$ cat config.mk
export PLATFORM = sky130hd
export DESIGN_NAME = if_stage_flat
export DESIGN_NICKNAME = d
export VERILOG_FILES = /design/src/rtl/if_stage_if.sv /design/src/rtl/if_stage.sv /design/src/flat_wrapper.sv
export SDC_FILE = /design/constraint.sdc
export NUM_CORES = 1
export LEC_CHECK = 0
export CAP_MARGIN = 20
export CORE_UTILIZATION = 41
export CTS_CLUSTER_SIZE = 40
export DETAILED_ROUTE_END_ITERATION = 12
export GPL_TIMING_DRIVEN = 0
export MAX_ROUTING_LAYER = met4
export PLACE_DENSITY = 0.87
export SLEW_MARGIN = 25
export SYNTH_ARGS = -nofsm -noshare
export SYNTH_HDL_FRONTEND = slang
export SYNTH_SLANG_ARGS = --single-unit
$ cat constraint.sdc
create_clock -name clk -period 1.7 [get_ports clk]
set_input_delay 0.51 -clock clk [delete_from_list [all_inputs] [get_ports clk]]
set_output_delay 0.51 -clock clk [all_outputs]
set_load 0.01 [all_outputs]
$ cat src/rtl/if_stage_if.sv
// Instruction-memory bus between the fetch stage (master) and the memory (slave).
interface if_stage_if;
  localparam int unsigned XLEN = 32;

  logic            imem_req;
  logic [XLEN-1:0] imem_addr;
  logic            imem_ack;
  logic [XLEN-1:0] imem_data;

  modport master (output imem_req, imem_addr, input imem_ack, imem_data);
  modport slave  (input imem_req, imem_addr, output imem_ack, imem_data);
endinterface

$ cat src/rtl/if_stage.sv
// Instruction fetch stage: IDLE/FETCH/STALL sequencer with branch redirect.
// Optional memory-timeout detector enabled by defining IF_FETCH_TIMEOUT_EN.
module if_stage (
  input  logic        clk,
  input  logic        rst,
  input  logic        i_freeze,
  input  logic        i_branch_taken,
  input  logic [31:0] i_branch_address,
  if_stage_if.master  imem,
  output logic [31:0] o_pc,
  output logic [31:0] o_instruction,
  output logic        o_valid,
  output logic        o_fetch_error
);
  localparam int unsigned XLEN = 32;
  localparam logic [XLEN-1:0] WORD_BYTES = XLEN'(4);
  localparam logic [XLEN-1:0] ALIGN_MASK = ~XLEN'(3);

  typedef enum logic [1:0] {S_IDLE, S_FETCH, S_STALL} state_t;

  state_t          r_state, w_state_nxt;
  logic [XLEN-1:0] r_fpc, w_fpc_nxt;
  logic [XLEN-1:0] r_pc, w_pc_nxt;
  logic [XLEN-1:0] r_instr, w_instr_nxt;
  logic            r_valid, w_valid_nxt;
  logic            r_req;
  logic [XLEN-1:0] w_br_target;

  assign w_br_target = i_branch_address & ALIGN_MASK;

  always_ff @(posedge clk or negedge rst) begin
    if (!rst) r_state <= S_IDLE;
    else      r_state <= w_state_nxt;
  end

  // Branch beats freeze and any same-cycle ack; a frozen live instruction drops the ack.
  always_comb begin
    w_state_nxt = r_state;
    w_fpc_nxt   = r_fpc;
    w_pc_nxt    = r_pc;
    w_instr_nxt = r_instr;
    w_valid_nxt = r_valid;
    case (r_state)
      S_IDLE: begin
        w_state_nxt = S_FETCH;
        if (i_branch_taken) w_fpc_nxt = w_br_target;
      end
      S_FETCH: begin
        if (i_branch_taken) begin
          w_fpc_nxt   = w_br_target;
          w_valid_nxt = 1'b0;
        end else if (r_valid && i_freeze) begin
          w_state_nxt = S_STALL;
        end else if (imem.imem_ack) begin
          w_instr_nxt = imem.imem_data;
          w_pc_nxt    = r_fpc + WORD_BYTES;
          w_fpc_nxt   = r_fpc + WORD_BYTES;
          w_valid_nxt = 1'b1;
        end
      end
      S_STALL: begin
        if (i_branch_taken) begin
          w_fpc_nxt   = w_br_target;
          w_valid_nxt = 1'b0;
          w_state_nxt = S_FETCH;
        end else if (!i_freeze) begin
          w_state_nxt = S_FETCH;
        end
      end
      default: w_state_nxt = S_IDLE;
    endcase
  end

  always_ff @(posedge clk or negedge rst) begin
    if (!rst) begin
      r_fpc   <= '0;
      r_pc    <= '0;
      r_instr <= '0;
      r_valid <= 1'b0;
      r_req   <= 1'b0;
    end else begin
      r_fpc   <= w_fpc_nxt;
      r_pc    <= w_pc_nxt;
      r_instr <= w_instr_nxt;
      r_valid <= w_valid_nxt;
      r_req   <= (w_state_nxt == S_FETCH);
    end
  end

  assign imem.imem_req  = r_req;
  assign imem.imem_addr = r_fpc;
  assign o_pc           = r_pc;
  assign o_instruction  = r_instr;
  assign o_valid        = r_valid;

`ifdef IF_FETCH_TIMEOUT_EN
  localparam int unsigned TO_W = 4;
  localparam logic [TO_W-1:0] TO_LAST = TO_W'(14);

  logic [TO_W-1:0] r_to_cnt;
  logic            r_fetch_error;
  logic            w_fetch_miss;

  // An unanswered request that stays in FETCH; any other cycle restarts the count.
  assign w_fetch_miss = (r_state == S_FETCH) && !i_branch_taken &&
                        !(r_valid && i_freeze) && !imem.imem_ack;

  always_ff @(posedge clk or negedge rst) begin
    if (!rst) begin
      r_to_cnt      <= '0;
      r_fetch_error <= 1'b0;
    end else if (w_fetch_miss) begin
      if (r_to_cnt == TO_LAST) begin
        r_to_cnt      <= '0;
        r_fetch_error <= 1'b1;
      end else begin
        r_to_cnt <= r_to_cnt + TO_W'(1);
      end
    end else begin
      r_to_cnt <= '0;
    end
  end

  assign o_fetch_error = r_fetch_error;
`else
  assign o_fetch_error = 1'b0;
`endif

endmodule

$ cat src/flat_wrapper.sv
// flat-port wrapper written by rule: the top's interface ports become plain ports
module if_stage_flat 
  (clk, rst, i_freeze, i_branch_taken, i_branch_address, o_pc, o_instruction, o_valid, o_fetch_error, imem_imem_req, imem_imem_addr, imem_imem_ack, imem_imem_data);
  if_stage_if imem_i ();
  input  logic clk;
  input  logic rst;
  input  logic i_freeze;
  input  logic i_branch_taken;
  input  logic [31:0] i_branch_address;
  output logic [31:0] o_pc;
  output logic [31:0] o_instruction;
  output logic o_valid;
  output logic o_fetch_error;
  output wire logic [$bits(imem_i.imem_req)-1:0] imem_imem_req;
  output wire logic [$bits(imem_i.imem_addr)-1:0] imem_imem_addr;
  input wire logic [$bits(imem_i.imem_ack)-1:0] imem_imem_ack;
  input wire logic [$bits(imem_i.imem_data)-1:0] imem_imem_data;
  assign imem_imem_req = imem_i.imem_req;
  assign imem_imem_addr = imem_i.imem_addr;
  assign imem_i.imem_ack = imem_imem_ack;
  assign imem_i.imem_data = imem_imem_data;
  if_stage u_core (.clk(clk), .rst(rst), .i_freeze(i_freeze), .i_branch_taken(i_branch_taken), .i_branch_address(i_branch_address), .imem(imem_i), .o_pc(o_pc), .o_instruction(o_instruction), .o_valid(o_valid), .o_fetch_error(o_fetch_error));
endmodule
After elaboration in Yosys (flattened, before gate mapping)
Index checks and enable logic that the tools add are counted.

Flip-flop bits (word level): 100. Bits of input ports: 69. Output and inout bits: 99. Word-level logic and storage cells: 39.

Add/sub/neg operators: 1. Eq/ne operators: 7. Muxes and demuxes: 15. Bitwise operators: 2. Reduce and logical (&&, ||, !) cells: 8.

Operators with widths (number): 32-bit two-way mux (4); 32-bit one-hot mux with 2 select lines (1); 32-bit by 3-bit adder with 32-bit output, second input constant (1); 4-bit AND reduction (3); 2-bit two-way mux (4); 3-bit inequality test, second input constant (2); 2-bit one-hot mux with 3 select lines (1); 2-bit by 1-bit equality test with 1-bit output, second input constant (2); 1-bit two-way mux (4); 2-bit nonzero test (2); 2-bit equality test, second input constant (1); 2-bit logical NOT (1); 2-bit by 1-bit inequality test with 1-bit output, second input constant (1); 2-bit inequality test, second input constant (1); 1-bit inverter (2); 1-bit one-hot mux with 2 select lines (1); 2-bit OR reduction (1); 1-bit logical AND (1).

Logic depth before layout (Yosys ltp)
Word-level depth: 5. Mapped depth: 8. Mapped depth without buffers: 6.

Least setup slack after synthesis
OpenSTA, ideal clock, no wires.

Path kind: input -> register. From: input port i_branch_taken. To: register u_core.r_instr[10], in the netlist u_core.o_instruction[10]. Setup time: 0.125 ns. Data arrival time: 1.791 ns. Slack: -0.216 ns. Stages: 6. Path buffers: 3. Cell sequence: nand2b_1 > or3b_1 > buf_2 > buf_6 > buf_2 > mux2_2.

Word-level cells in the longest chain between the ends: 2.

Ends and longest elaborated chain: start: declaration (RTL line flat_wrapper.sv:8) `input logic i_branch_taken;`; 1-bit inverter (no source line); 4-bit AND reduction (no source line); end signal: assignment (RTL line if_stage.sv:84) `r_instr <= w_instr_nxt;`; end: declaration (RTL line if_stage.sv:24) `logic [XLEN-1:0] r_instr, w_instr_nxt;`.

Every way passes these cells. A chain may end at the register's enable or synchronous reset.

Final worst setup path
From: register u_core.r_fpc[11], in the netlist u_core.imem.imem_addr[11]. To: register u_core.r_pc[29], in the netlist u_core.o_pc[29].

Word-level cells in the longest chain between the ends: 1.

Ends and longest elaborated chain: start: declaration (RTL line if_stage.sv:22) `logic [XLEN-1:0] r_fpc, w_fpc_nxt;`; start signal: assignment (RTL line if_stage.sv:82) `r_fpc <= w_fpc_nxt;`; 32-bit by 3-bit adder with 32-bit output (RTL line if_stage.sv:56) `w_pc_nxt = r_fpc + WORD_BYTES;`; end signal: assignment (RTL line if_stage.sv:83) `r_pc <= w_pc_nxt;`; end: declaration (RTL line if_stage.sv:23) `logic [XLEN-1:0] r_pc, w_pc_nxt;`.

Every way passes these cells.

==> impl_metrics.xml <==
<?xml version="1.0" encoding="UTF-8"?>
<metrics>
  <group name="setup_path">
    <metric name="ff2ff_setup_slack" unit="ns">-0.20</metric>
    <metric name="cpLargestDelayFamily" unit="">simple AND/OR/NAND/NOR gates</metric>
    <metric name="timing.critical_path.to_type" unit="">flop</metric>
    <metric name="sequence_of_cells_on_the_critical_path" unit="">nand3_4 &gt; nor4_4 &gt; or4b_4 &gt; xor2_2 &gt; o21ai_2</metric>
    <metric name="worstRegToRegCells" unit="">5</metric>
    <metric name="critical_path.max_fanout" unit="">6</metric>
    <metric name="critical_path.reg2reg.endpoint" unit="">u_core.o_pc[29]</metric>
    <metric name="critPathArrivalTime" unit="ns">2.21</metric>
    <metric name="cpPeakStageDelay" unit="ns">0.52</metric>
    <metric name="reg2reg_from" unit="">u_core.imem.imem_addr[11]</metric>
    <metric name="critPathKind" unit="">flop to flop</metric>
    <metric name="critical_path_buf_inv_count" unit="">0</metric>
    <metric name="worst_path_max_delay_cell" unit="">sky130_fd_sc_hd__or4b_4</metric>
    <metric name="start_kind" unit="">flop</metric>
    <metric name="worstPathRequired" unit="ns">2.01</metric>
  </group>
  <group name="clock_tree">
    <metric name="cts_root_buffer" unit="">sky130_fd_sc_hd__clkbuf_8</metric>
    <metric name="tritoncts_clock_tree" unit="">built</metric>
    <metric name="clkLatencyLatePin" unit="ns">0.39</metric>
    <metric name="post_cts_hold_buffer_count" unit="">0</metric>
    <metric name="clockBufferDepth" unit="">2</metric>
    <metric name="clkTransAtPathRegs" unit="ns">0.10</metric>
    <metric name="total_number_of_clock_tree_sinks" unit="">96</metric>
    <metric name="cts_buffers" unit="">9</metric>
    <metric name="htreeDepth" unit="">3</metric>
  </group>
  <group name="timing">
    <metric name="final_min_period_over_clock_period" unit="%">112</metric>
    <metric name="slew-limit-headroom" unit="%">63.7</metric>
    <metric name="timing.clock.skew" unit="ns">0.0175</metric>
    <metric name="setup_viol" unit="">33</metric>
    <metric name="period_minus_slack" unit="ns">1.90</metric>
    <metric name="setup_total_negative_slack" unit="ns">-2.51</metric>
    <metric name="drv_slew" unit="">0</metric>
    <metric name="max_clock_freq" unit="GHz">0.525</metric>
    <metric name="post-route-worst-setup-slack" unit="ns">-0.203</metric>
    <metric name="tightestPinTransition" unit="ns">0.545</metric>
    <metric name="grt_setup_unrepaired" unit="">true</metric>
    <metric name="hold_violations" unit="">0</metric>
  </group>
  <group name="synthesis">
    <metric name="synth.distinct_cells" unit="">48</metric>
    <metric name="synthMostInstantiatedCell" unit="">sky130_fd_sc_hd__dfrtp_1</metric>
    <metric name="synth_enable_flop_cells" unit="">0</metric>
    <metric name="syn_area" unit="um2">4600</metric>
    <metric name="synthCells" unit="">444</metric>
    <metric name="part_of_the_yosys_area_used_for_sequential_elements" unit="%">52.2</metric>
    <metric name="yosys-top-cells-area" unit="">sky130_fd_sc_hd__dfrtp_1 52%, sky130_fd_sc_hd__mux2_2 8.1%, sky130_fd_sc_hd__nand2_1 4.9%</metric>
    <metric name="synth_commonest_cells" unit="">96 x sky130_fd_sc_hd__dfrtp_1, 60 x sky130_fd_sc_hd__nand2_1, 38 x sky130_fd_sc_hd__o21ai_0, 33 x sky130_fd_sc_hd__mux2_2, 23 x sky130_fd_sc_hd__a21oi_1</metric>
    <metric name="synth_seq_cells" unit="">96</metric>
    <metric name="average_cell_area_after_synthesis" unit="um2">10.4</metric>
    <metric name="ys.warnings.count" unit="">0</metric>
    <metric name="yosys.area.top_type" unit="">sky130_fd_sc_hd__dfrtp_1</metric>
    <metric name="share_of_yosys_cell_area_claimed_by_the_top_area_cell_type" unit="%">52.2</metric>
    <metric name="synth-async-reset-ratio" unit="%">100</metric>
    <metric name="synth_flop_cell" unit="">sky130_fd_sc_hd__dfrtp_1</metric>
  </group>
  <group name="floorplan">
    <metric name="die_x" unit="um">108</metric>
    <metric name="core_region_area" unit="um2">10900</metric>
    <metric name="ioPinCount" unit="">168</metric>
    <metric name="floorplan.die.height" unit="um">108</metric>
    <metric name="die_area" unit="um2">11600</metric>
    <metric name="initial_utilization" unit="%">42.3</metric>
    <metric name="num_rows" unit="">38</metric>
  </group>
  <group name="grt">
    <metric name="grt_pass1_wl" unit="um">23800</metric>
    <metric name="pin_count_of_the_biggest_net_entering_global_routing" unit="">60</metric>
    <metric name="grt_overflow_total" unit="">0</metric>
    <metric name="first_global_vias" unit="">4667</metric>
    <metric name="grt_antenna_before_repair" unit="">0</metric>
    <metric name="gr_util_all_layers" unit="%">27.7</metric>
  </group>
  <group name="finish">
    <metric name="fillerInstances" unit="">722</metric>
    <metric name="final_cells" unit="">824</metric>
    <metric name="layout_cell_share_with_drive_strength_beyond_1" unit="%">35.2</metric>
    <metric name="layout.nets" unit="">749</metric>
    <metric name="layout.cell_area.non_filler" unit="um2">7600</metric>
    <metric name="area_delta_synth_final" unit="%">65.1</metric>
    <metric name="final_core_util" unit="%">69.8</metric>
    <metric name="n_antenna_cell" unit="">0</metric>
  </group>
  <group name="placement">
    <metric name="place.gp.congestion" unit="">0.868</metric>
    <metric name="dp.cells" unit="">749</metric>
    <metric name="buffer_ports.inserted" unit="">160</metric>
    <metric name="placed_wire_length_estimate" unit="um">9900</metric>
    <metric name="postPlaceCellArea" unit="um2">6460</metric>
  </group>
  <group name="hold_path">
    <metric name="timing.hold.worst.class" unit="">input pin to async pin</metric>
  </group>
  <group name="job">
    <metric name="total_of_max_cap_violations" unit="">0</metric>
  </group>
  <group name="detailed_routing">
    <metric name="detail_route.first_pass.iterations" unit="">6</metric>
    <metric name="dr.first_iter.drc_count" unit="">606</metric>
    <metric name="detail_route.drc_violations" unit="">0</metric>
    <metric name="wl" unit="um">17000</metric>
    <metric name="vias" unit="">4903</metric>
    <metric name="drt-wirelength-per-cell" unit="um">20.7</metric>
    <metric name="vias_per_cell" unit="">5.95</metric>
    <metric name="postRouteAntennaNets" unit="">0</metric>
  </group>
  <group name="pwr">
    <metric name="leakage" unit="nW">3.30</metric>
    <metric name="vdd.ir_drop.worst" unit="V">0.000632</metric>
    <metric name="powerDensity" unit="nW/um2">1380</metric>
  </group>
  <group name="run_status">
    <metric name="status" unit="">finished with violations</metric>
    <metric name="failed_checks" unit="">setup timing</metric>
  </group>
</metrics>
==> sequential cells by signal, indices dropped and copies added, names as in the netlist <==
signal / flops
u_core.o_instruction: 32
u_core.imem.imem_addr: 30
u_core.o_pc: 30
u_core.r_state: 2
u_core.imem.imem_req: 1
u_core.o_valid: 1
==> cells in the final DEF, fill, tap and decap left out, drive strengths merged, types with 2 or more instances in the layout <==
cell and count:
clkdlybuf4s50 62, clkdlybuf4s15 2, a22oi 4, o311ai 5, nand2b 4, buf 80
mux2 33, a2bb2oi 15, nand4 10, nand2 60, nor3 3, conb 5
clkinv 2, and3 4, and4 2, o21ai 39, dfrtp 96, xor2 22
xnor2 6, nor2b 2, a32oi 6, nand3 23, and2 2, nor2 15
o22ai 17, nor4 2, dlygate4sd2 90, clkbuf 33, a21oi 23, inv 3
==> layout make-up <==
type,count,area (um2),share of cell area [%]
repair buffers,224,2060,27.1
clock inverters,5,61.3,0.807
plain buffers,32,298,3.92
inverters,1,3.75,0.0494
clock buffers,11,141,1.86
multi-input cells,315,2430,32.0
well taps,140,175,2.31
flip-flops and latches,96,2430,32.0
==> per-stage QoR <==
| stage | setup slack [ns] | power, mW | hold slack, ns |
|---|---|---|---|
| 2_1_floorplan | -0.166 | 5.81 | 0.214 |
| 3_3_place_gp | -3.36 | 8.18 | 0.465 |
| 3_5_place_dp | -1.00 | 8.35 | 0.442 |
| 4_1_cts | -0.208 | 9.85 | 0.0386 |
| 5_1_grt | -0.235 | 11.0 | 0.0428 |
| 6_report | -0.203 | 10.5 | 0.0255 |
==> power breakdown <==
| part | internal (mW) | switching [mW] | total, mW | leakage [nW] |
|---|---|---|---|---|
| Clock | 0.733 | 0.860 | 1.59 | 0.104 |
| Combinational | 2.55 | 2.47 | 5.02 | 2.09 |
| Sequential | 3.20 | 0.694 | 3.89 | 1.11 |
| Total | 6.48 | 4.03 | 10.5 | 3.30 |
==> logic make-up after synthesis <==
family	Yosys count	share of synthesized area [%]
AOI/OAI and AO/OA	116	15.9
xor gates and xnor gates	28	5.33
adders and majority gates	1	0.272
buffers and inverters	37	4.16
DFF	96	52.2
muxes	33	8.08
other	1	0.0815
and+or+nand+nor	132	14.0
==> worst max path at each step <==
stage	from	to	slack, ns	cells after the start
after global placement	rst	u_core.o_instruction[21]	-3.36	1
after detailed placement	i_branch_taken	u_core.imem.imem_addr[5]	-1.00	7
after global routing	u_core.imem.imem_addr[9]	u_core.imem.imem_addr[17]	-0.23	7
final	u_core.imem.imem_addr[11]	u_core.o_pc[29]	-0.20	5
after CTS	u_core.imem.imem_addr[17]	u_core.o_pc[29]	-0.21	5
after floorplan	u_core.imem.imem_addr[19]	u_core.o_pc[29]	-0.17	6
==> routing by layer <==
| layer | global-route usage [%] | share of wire [%] | vias to the layer above |
|---|---|---|---|
| met2 | 44.5 | 48 | 349 |
| met1 | 34.1 | 38 | 2399 |
| met5 | - | 0 | - |
| met3 | 5.12 | 9.1 | 94 |
| li1 | - | - | 2061 |
| met4 | 12.6 | 4.8 | 0 |
==> what timing repair did <==
item,CTS,global route
gates resized for setup,203,84
endpoints found under the setup margin,188,86
buffers inserted,34,25
pin swaps,18,22
cloned,3,1
Power figures use the tool's default switching activity.
